`config.mk`:
```
export PLATFORM = sky130hd
export DESIGN_NAME = memory_access_unit
export DESIGN_NICKNAME = d
export VERILOG_FILES = /design/src/rtl/memory_access_unit.sv
export SDC_FILE = /design/constraint.sdc
export NUM_CORES = 1
export LEC_CHECK = 0
export CORE_ASPECT_RATIO = 1.25
export CORE_MARGIN = 2
export CORE_UTILIZATION = 45
export DETAILED_ROUTE_END_ITERATION = 10
export PLACE_DENSITY = 0.83
export SLEW_MARGIN = 20
export SYNTH_ARGS = -nofsm -noshare
export SYNTH_HDL_FRONTEND = slang
export SYNTH_SLANG_ARGS = --single-unit
```
`constraint.sdc`:
```
create_clock -name clk -period 3.05 [get_ports clk]
set_input_delay 0.61 -clock clk [delete_from_list [all_inputs] [get_ports clk]]
set_output_delay 0.61 -clock clk [all_outputs]
set_load 0.05 [all_outputs]
```
`src/rtl/memory_access_unit.sv`:
```
// Load/store unit between the core memory port and a word-wide byte-enabled SRAM.
// One request at a time: capture, SRAM req/gnt/rvalid handshake, lane alignment, extension, errors.
module memory_access_unit #(
   parameter int DATA_WIDTH      = 32,
   parameter int SRAM_ADDR_WIDTH = 16,
   parameter int TIMEOUT_CYCLES  = 255
) (
   input  logic                       clk,
   input  logic                       reset,
   input  logic [DATA_WIDTH-1:0]      memoryAddress,
   input  logic [DATA_WIDTH-1:0]      memoryDataWrite,
   input  logic [1:0]                 memoryLength,
   input  logic                       load,
   input  logic                       store,
   input  logic                       loadUnsigned,
   output logic [DATA_WIDTH-1:0]      memoryDataRead,
   output logic                       memoryReadValid,
   output logic                       accessError,
   output logic                       busy,
   output logic                       sram_req,
   output logic                       sram_we,
   output logic [SRAM_ADDR_WIDTH-1:0] sram_addr,
   output logic [DATA_WIDTH-1:0]      sram_wdata,
   output logic [3:0]                 sram_byteEn,
   input  logic                       sram_gnt,
   input  logic [DATA_WIDTH-1:0]      sram_rdata,
   input  logic                       sram_rvalid
);

   localparam int CW = $clog2(TIMEOUT_CYCLES + 1);
   localparam logic [CW-1:0] LAST_COUNT = CW'(TIMEOUT_CYCLES - 1);

   typedef enum logic [1:0] {
      IDLE = 2'd0,
      REQ  = 2'd1,
      WAIT = 2'd2,
      HOLD = 2'd3
   } state_t;

   state_t                state;
   state_t                nextState;
   logic [CW-1:0]         waitCount;
   logic                  captLoad;
   logic [1:0]            captOffset;
   logic [1:0]            captLength;
   logic                  captUnsigned;
   logic                  request;
   logic                  misaligned;
   logic                  timeoutHit;
   logic [3:0]            laneEn;
   logic [DATA_WIDTH-1:0] alignedData;
   logic                  unusedAddrBits;

   // High address bits alias onto the same SRAM word.
   assign unusedAddrBits = ^memoryAddress[DATA_WIDTH-1:SRAM_ADDR_WIDTH+2];
   assign request        = load | store;
   assign timeoutHit     = (waitCount == LAST_COUNT);

   function automatic logic [31:0] extendLoad(input logic [31:0] word, input logic [1:0] offset,
                                              input logic [1:0] length, input logic isUnsigned);
      logic [31:0] shifted;
      logic [31:0] result;
      shifted = word >> {offset, 3'b000};
      case (length)
         2'd0:    result = {{24{~isUnsigned & shifted[7]}}, shifted[7:0]};
         2'd1:    result = {{16{~isUnsigned & shifted[15]}}, shifted[15:0]};
         default: result = word;
      endcase
      return result;
   endfunction

   // Request decode: alignment check, lane enables and replicated write data
   always_comb begin
      misaligned  = 1'b0;
      laneEn      = 4'b0000;
      alignedData = memoryDataWrite;
      case (memoryLength)
         2'd0: begin
            laneEn      = 4'b0001 << memoryAddress[1:0];
            alignedData = {4{memoryDataWrite[7:0]}};
         end
         2'd1: begin
            misaligned  = memoryAddress[0];
            laneEn      = 4'b0011 << memoryAddress[1:0];
            alignedData = {2{memoryDataWrite[15:0]}};
         end
         default: begin
            misaligned  = |memoryAddress[1:0];
            laneEn      = 4'b1111;
            alignedData = memoryDataWrite;
         end
      endcase
   end

   // State register
   always_ff @(posedge clk) begin
      if (!reset) begin
         state <= IDLE;
      end else begin
         state <= nextState;
      end
   end

   // Next-state logic
   always_comb begin
      nextState = state;
      case (state)
         IDLE: begin
            if (request) begin
               nextState = misaligned ? HOLD : REQ;
            end else begin
               nextState = IDLE;
            end
         end
         REQ: begin
            if (sram_gnt) begin
               nextState = captLoad ? WAIT : HOLD;
            end else if (timeoutHit) begin
               nextState = HOLD;
            end else begin
               nextState = REQ;
            end
         end
         WAIT: begin
            if (sram_rvalid || timeoutHit) begin
               nextState = HOLD;
            end else begin
               nextState = WAIT;
            end
         end
         HOLD: begin
            if (!request) begin
               nextState = IDLE;
            end else begin
               nextState = HOLD;
            end
         end
         default: nextState = IDLE;
      endcase
   end

   // Capture registers, SRAM drive, result registers and the timeout counter
   always_ff @(posedge clk) begin
      if (!reset) begin
         waitCount       <= '0;
         captLoad        <= 1'b0;
         captOffset      <= 2'b00;
         captLength      <= 2'b00;
         captUnsigned    <= 1'b0;
         sram_req        <= 1'b0;
         sram_we         <= 1'b0;
         sram_addr       <= '0;
         sram_wdata      <= '0;
         sram_byteEn     <= 4'b0000;
         memoryDataRead  <= '0;
         memoryReadValid <= 1'b0;
         accessError     <= 1'b0;
         busy            <= 1'b0;
      end else begin
         sram_req <= (nextState == REQ);
         busy     <= (nextState != IDLE);
         // Counter restarts whenever REQ or WAIT is (re)entered
         if ((nextState == state) && ((state == REQ) || (state == WAIT))) begin
            waitCount <= waitCount + CW'(1);
         end else begin
            waitCount <= '0;
         end
         case (state)
            IDLE: begin
               if (request) begin
                  captLoad     <= ~store;
                  captOffset   <= memoryAddress[1:0];
                  captLength   <= memoryLength;
                  captUnsigned <= loadUnsigned;
                  sram_we      <= store;
                  sram_addr    <= memoryAddress[SRAM_ADDR_WIDTH+1:2];
                  sram_wdata   <= alignedData;
                  sram_byteEn  <= store ? laneEn : 4'b0000;
                  if (misaligned) begin
                     accessError     <= 1'b1;
                     memoryReadValid <= ~store;
                     memoryDataRead  <= '0;
                  end
               end
            end
            REQ: begin
               if (!sram_gnt && timeoutHit) begin
                  accessError     <= 1'b1;
                  memoryReadValid <= captLoad;
                  memoryDataRead  <= '0;
               end
            end
            WAIT: begin
               if (sram_rvalid) begin
                  memoryDataRead  <= extendLoad(sram_rdata, captOffset, captLength, captUnsigned);
                  memoryReadValid <= 1'b1;
               end else if (timeoutHit) begin
                  accessError     <= 1'b1;
                  memoryReadValid <= 1'b1;
                  memoryDataRead  <= '0;
               end
            end
            HOLD: begin
               if (!request) begin
                  accessError     <= 1'b0;
                  memoryReadValid <= 1'b0;
                  memoryDataRead  <= '0;
               end
            end
            default: begin
               accessError <= 1'b0;
            end
         endcase
      end
   end

endmodule

```
==> results of run 1 <==
per-stage QoR:
step	power, mW	instances	hold WS [ns]
after CTS	5.17	890	0.453
after floorplan	3.18	595	0.443
after global routing	5.40	890	0.472
final	5.14	890	0.451
after global placement	3.86	875	0.439
after detailed placement	3.92	875	0.444
sequential cells by signal, summed over array words and instances, names as in the netlist:
| name | count |
|---|---|
| sram_wdata | 32 |
| memoryReadValid | 1 |
| sram_addr | 16 |
| sram_byteEn | 4 |
| sram_we | 1 |
| captUnsigned | 1 |
| busy | 1 |
| captLength | 2 |
| captOffset | 2 |
| state | 2 |
| sram_req | 1 |
| waitCount | 8 |
| memoryDataRead | 32 |
| captLoad | 1 |
| accessError | 1 |
cell type report:
cell class              instances  share of cell area [%]
multi-input cells             435                    38.2
flip-flops and latches        105                    28.8
repair buffers                191                    25.9
clock buffers                  11                    3.32
well taps                     135                    2.31
clock inverters                 4                    1.06
inverters                       9                   0.462
placed cells by master (no fill, tap or decap), types with 2 or more instances in the layout:
cell               n
nor2_1            22
o211ai_1           2
a21boi_1           7
nand3_1           13
clkbuf_16          9
bufinv_16          2
a21oi_1           16
mux2_2             2
or3_1              6
nand2b_1          18
a21boi_0          41
clkdlybuf4s50_1  178
nand2_1          123
and2_1             4
mux2_4             3
nand4_1            2
and3_1             3
a2bb2oi_1          6
xnor2_1            3
clkinv_4           2
mux2i_1           32
inv_1              8
nor3_1             8
o2bb2ai_1          7
a22o_1            25
buf_4             11
xor2_1             3
dfxtp_1          105
o21ai_1            4
o211a_1           16
ha_1               6
o22a_1             2
o21ai_0           29
nor2b_1           13
kinds of logic (layout without fill, tap and decap cells):
family,Yosys count,in the layout,share of synthesized area (%)
mux,38,38,8.02
xor+xnor,6,6,1.03
fa+ha+maj,6,6,1.47
buf+inv,55,215,4.64
flops,105,105,41.1
simple gates,217,217,19.2
compound gates,168,168,24.6
worst paths after layout:
kind,end,slack (ns),depth (start not counted)
setup reg to reg,memoryDataRead[22],0.45,7
hold reg to reg,memoryDataRead[2],0.45,2
hold / removal,memoryDataRead[2],0.45,2
setup / recovery,memoryDataRead[22],0.45,7
tightest hold or removal path: stages, from the launching register on:
cell and delay [ns]:
dfxtp_1 0.31, nand2_1 0.05, a21boi_1 0.05
where the power goes:
part / internal (mW) / switching, mW / total [mW]
registers: 1.58 / 0.135 / 1.71
clock network: 0.741 / 0.506 / 1.25
logic: 0.789 / 1.40 / 2.18
total: 3.11 / 2.04 / 5.14
per-layer routing:
metal  vias to the layer above  wire, um  GRT usage, %
li1                       2386         -             -
met1                      2301      5700          25.6
met2                       203      7390          42.2
met3                        25      1460          8.99
met4                         0       320          8.65
met5                         -         0             0
==> qor.csv, run 1 <==
stage,metric,value,unit
global_routing,grt_overflow,0,
yosys,yosysSeqAreaShare,41.1,%
yosys,synth-seq-cells,105,
drt,avgRoutedWirePerCell,16.7,um
global_routing,first_global_vias,4776,
timing,fin_setup_tns,0,ns
timing,fin_skew,0.00487,ns
yosys,synth_edf_count,0,
setup_path,worstReg2RegStart,state[0],
drt,drc_errors,0,
timing,min_period,2.60,ns
placed_design,routabilityCongestion,0.832,
timing,fin_ws,0.448,ns
clock_network,clockBufferDepth,2,
drt,final_antenna_net_count,0,
final_layout,fin_util,65.9,%
setup_path,worstPathArrival,2.88,ns
clock_network,numCtsBuffers,9,
global_routing,track_usage,23.7,%
final_layout,area_growth_syn_to_layout,42.7,%
placed_design,dp_slack,0.193,ns
die,rows,43,
run_status,status,"finished, final reports clean",
global_routing,grt_pass1_wl,23100,um
placed_design,hpwl,11100,um
yosys,synth_most_common_cell,nand2_1,
final_layout,nFillCells,942,
yosys,async_flop_share,0,%
yosys,synth_warnings,0,
yosys,synth.area.top_cells,"dfxtp_1, nand2_1, mux2i_1",
clock_network,cts.reportedPaths.clkPinSlew,0.07,ns
setup_path,crit_family,simple AND/OR/NAND/NOR gates,
final_layout,finalNetCount,862,
setup_path,required,3.33,ns
drt,drtIter0Drc,164,
clock_network,cts_root_buf,clkbuf_16,
setup_path,crit_slowest_cell,and2_1,
die,die_w,99.4,um
die,core_area,0.0111,mm^2
setup_path,path_cells,inv_1 > ha_1 > nor3b_1 > a211oi_2 > nand3_2 > and2_1 > a22o_1,
die,io_pins,194,
drt,vias,4915,
min_path,hp-class,reg2reg,
setup_path,worstSetupPathType,reg2reg,
clock_network,cts_tree,yes,
setup_path,critPathCaptureType,flip-flop,
drt,routed_wl,14900,um
die,die_y,123,um
yosys,synth.distinct_cells,51,
yosys,ys_top_cells_by_count,"nand2_1, dfxtp_1, a21boi_0",
setup_path,critical-path-max-stage-delay,0.74,ns
run,cap_violations,0,
final_layout,multi_input_area,0.00279,mm^2
timing,fmaxAchievable,0.384,GHz
clock_network,cts_max_level,3,
final_layout,drive_above_1_share,5.56,%
min_path,hold_path.startpoint,memoryDataRead[2],
setup_path,crit_path_max_fanout,27,
drt,dr.pass1.iters,4,
placed_design,place_area,0.00699,mm^2
timing,slew_headroom,37.8,%
yosys,avgSynthCellArea,8.60,um^2
clock_network,worstSkewPairLatency,0.34,ns
timing,final-hold-violation-count,0,
clock_network,postCtsHoldBufs,0,
timing,finalSetupViolCount,0,
pwr,leakage,2.85,nW
pwr,max-vdd-ir-drop,0.449,mV
placed_design,port_buffers,179,
timing,drv_slew,0,
yosys,synthesis.area,0.00512,mm^2
final_layout,seqCellArea,0.00210,mm^2
drt,viasPerCell,5.52,
setup_path,cp-start-kind,flip-flop,
setup_path,startpoint,state[0],
die,die_area,0.0123,mm^2
pwr,cellPowerDensity,704,mW/mm^2
global_routing,grt_max_degree,72,
yosys,synth_top_area_share,41.1,%
setup_path,path_buf_inv,1,
yosys,syn_nets,706,
clock_network,cts_resized,0,
yosys,postSynthCellCount,595,
final_layout,n_antenna_cell,0,
yosys,synth_top_cell_by_area,dfxtp_1,
clock_network,post_cts_buffers,0,
final_layout,fin_area,0.00731,mm^2
timing,post-route-period-util,85.3,%
timing,grt_setup_unrepaired,no,
clock_network,cts_sinks,105,
yosys,ys.flop_type,dfxtp_1,
die,initial_core_util,46.2,%
global_routing,antenna_found_initial,0,
timing,tightest_slew,0.933,ns
No activity file was read; power rests on OpenSTA's default activity.
==> run 2, diff against run 1 <==
--- a/config.mk
+++ b/config.mk
@@ -9,6 +9,7 @@
 export CORE_MARGIN = 2
 export CORE_UTILIZATION = 45
 export DETAILED_ROUTE_END_ITERATION = 10
+export GPL_ROUTABILITY_DRIVEN = 0
 export PLACE_DENSITY = 0.83
 export SLEW_MARGIN = 20
 export SYNTH_ARGS = -nofsm -noshare
==> results of run 2 <==
No change in the layout: final DEF, timing and power equal those of run 1.
==> run 3, diff against run 2 <==
--- a/config.mk
+++ b/config.mk
@@ -8,6 +8,7 @@
 export CORE_ASPECT_RATIO = 1.25
 export CORE_MARGIN = 2
 export CORE_UTILIZATION = 45
+export CTS_BUF_LIST = sky130_fd_sc_hd__clkbuf_4 sky130_fd_sc_hd__clkbuf_8
 export DETAILED_ROUTE_END_ITERATION = 10
 export GPL_ROUTABILITY_DRIVEN = 0
 export PLACE_DENSITY = 0.83
==> qor.csv, run 3 (synthesis results as in run 1) <==
stage,metric,value,unit
run_status,status,"finished, final reports clean",
timing,slew_headroom,38.3,%
timing,fin_skew,0.00806,ns
die,core_area,0.0111,mm^2
placed_design,hpwl,11100,um
clock_network,cts_resized,0,
final_layout,finalNetCount,862,
clock_network,worstSkewPairLatency,0.37,ns
clock_network,cts_sinks,105,
global_routing,grt_pass1_wl,23000,um
min_path,hp-class,reg2reg,
drt,avgRoutedWirePerCell,16.6,um
setup_path,worstSetupPathType,reg2reg,
timing,grt_setup_unrepaired,no,
clock_network,clockBufferDepth,2,
timing,fin_setup_tns,0,ns
setup_path,critPathCaptureType,flip-flop,
setup_path,cp-start-kind,flip-flop,
pwr,cellPowerDensity,673,mW/mm^2
drt,top_layer,met4,
clock_network,cts.reportedPaths.clkPinSlew,0.09,ns
global_routing,grt_overflow,0,
drt,final_antenna_net_count,0,
setup_path,rr_endpoint,memoryDataRead[26],
final_layout,area_growth_syn_to_layout,40.8,%
die,die_w,99.4,um
clock_network,cts_tree,yes,
clock_network,postCtsHoldBufs,0,
min_path,hold_depth,2,
drt,routed_wl,14700,um
timing,whs,0.455,ns
die,die_y,123,um
timing,final-hold-violation-count,0,
drt,wl_met1,5620,um
final_layout,reg_top3,"memoryDataRead x32, sram_wdata x32, sram_addr x16",
placed_design,port_buffers,179,
drt,vias,4922,
timing,min_period,2.59,ns
setup_path,worstPathArrival,2.90,ns
min_path,hold_path.startpoint,memoryDataRead[2],
drt,viasPerCell,5.53,
drt,wl_met2,7360,um
global_routing,grt_max_degree,72,
clock_network,numCtsBuffers,9,
final_layout,final_cell_mix,"clkdlybuf4s50_1, nand2_1, dfxtp_1, a21boi_0, mux2i_1",
run,cap_violations,0,
die,io_pins,194,
clock_network,post_cts_buffers,0,
clock_network,cts_max_level,3,
drt,drc_errors,0,
min_path,whs_endpoint,memoryDataRead[2],
drt,dr.pass1.iters,4,
final_layout,drive_above_1_share,5.70,%
global_routing,antenna_found_initial,0,
timing,post-route-period-util,84.9,%
pwr,max-vdd-ir-drop,0.379,mV
drt,wl_met3,1430,um
die,rows,43,
drt,drtIter0Drc,204,
setup_path,required,3.36,ns
setup_path,worstReg2RegStart,state[0],
global_routing,first_global_vias,4781,
final_layout,n_antenna_cell,0,
pwr,leakage,2.81,nW
final_layout,nFillCells,947,
timing,tightest_slew,0.926,ns
setup_path,crit_path_max_fanout,27,
timing,finalSetupViolCount,0,
setup_path,r2r_slack,0.46,ns
timing,fmaxAchievable,0.386,GHz
final_layout,final_common_cell,clkdlybuf4s50_1,
timing,drv_slew,0,
clock_network,cts_root_buf,clkbuf_8,
global_routing,track_usage,23.5,%
setup_path,reg2regPathDepth,7,
die,initial_core_util,46.2,%
die,die_area,0.0123,mm^2
==> run 3: cell counts in the layout (fill, tap and decap cells not counted) <==
No cell type changed its count.
==> run 3: critical path, stage by stage, from the launching register on <==
cell and delay [ns]:
dfxtp_1 0.36, inv_1 0.15, ha_1 0.44, nor3b_1 0.35
a211oi_2 0.13, nand3_2 0.10, and2_1 0.74, a22o_1 0.26
==> run 3: layout make-up <==
type                            count  area [um^2]  share of cell area (%)
Clock buffer                       11          145                    2.01
Clock inverter                      4         77.6                    1.08
Inverter                            9         33.8                   0.469
Multi-Input combinational cell    435         2790                    38.7
Sequential cell                   105         2100                    29.2
Tap cell                          135          169                    2.34
Timing Repair Buffer              191         1890                    26.2
==> run 3: worst max path at each step <==
stage                                     to  slack (ns)  startpoint
after detailed placement  memoryDataRead[17]        0.19        load
after CTS                 memoryDataRead[22]        0.48    state[0]
after global routing      memoryDataRead[24]        0.21    state[0]
final                     memoryDataRead[26]        0.46    state[0]
after floorplan           memoryDataRead[31]        0.93        load
after global placement    memoryDataRead[18]        0.31        load
==> run 3: metal layers <==
metal  vias to the layer above  global-route usage (%)
met3                        25                    8.65
met5                         -                       0
li1                       2387                       -
met4                         0                    8.82
met1                      2312                    25.6
met2                       198                    41.8
==> run 3: per-stage QoR <==
stage               setup WS [ns]  total power [mW]  util (%)  cells  cell area [um^2]
finish                      0.461              4.85      65.0    890              7210
CTS                         0.475              4.89      65.0    890              7210
global placement            0.306              3.86      63.0    875              6990
floorplan                   0.934              3.18         -    595              5120
detailed placement          0.193              3.92      63.0    875              6990
global route                0.205              5.11      65.0    890              7210
==> run 3: where the power goes <==
group / total, mW / internal [mW] / switching [mW]
clock network: 0.963 / 0.493 / 0.469
registers: 1.71 / 1.57 / 0.135
logic: 2.18 / 0.789 / 1.39
total: 4.85 / 2.86 / 2.00
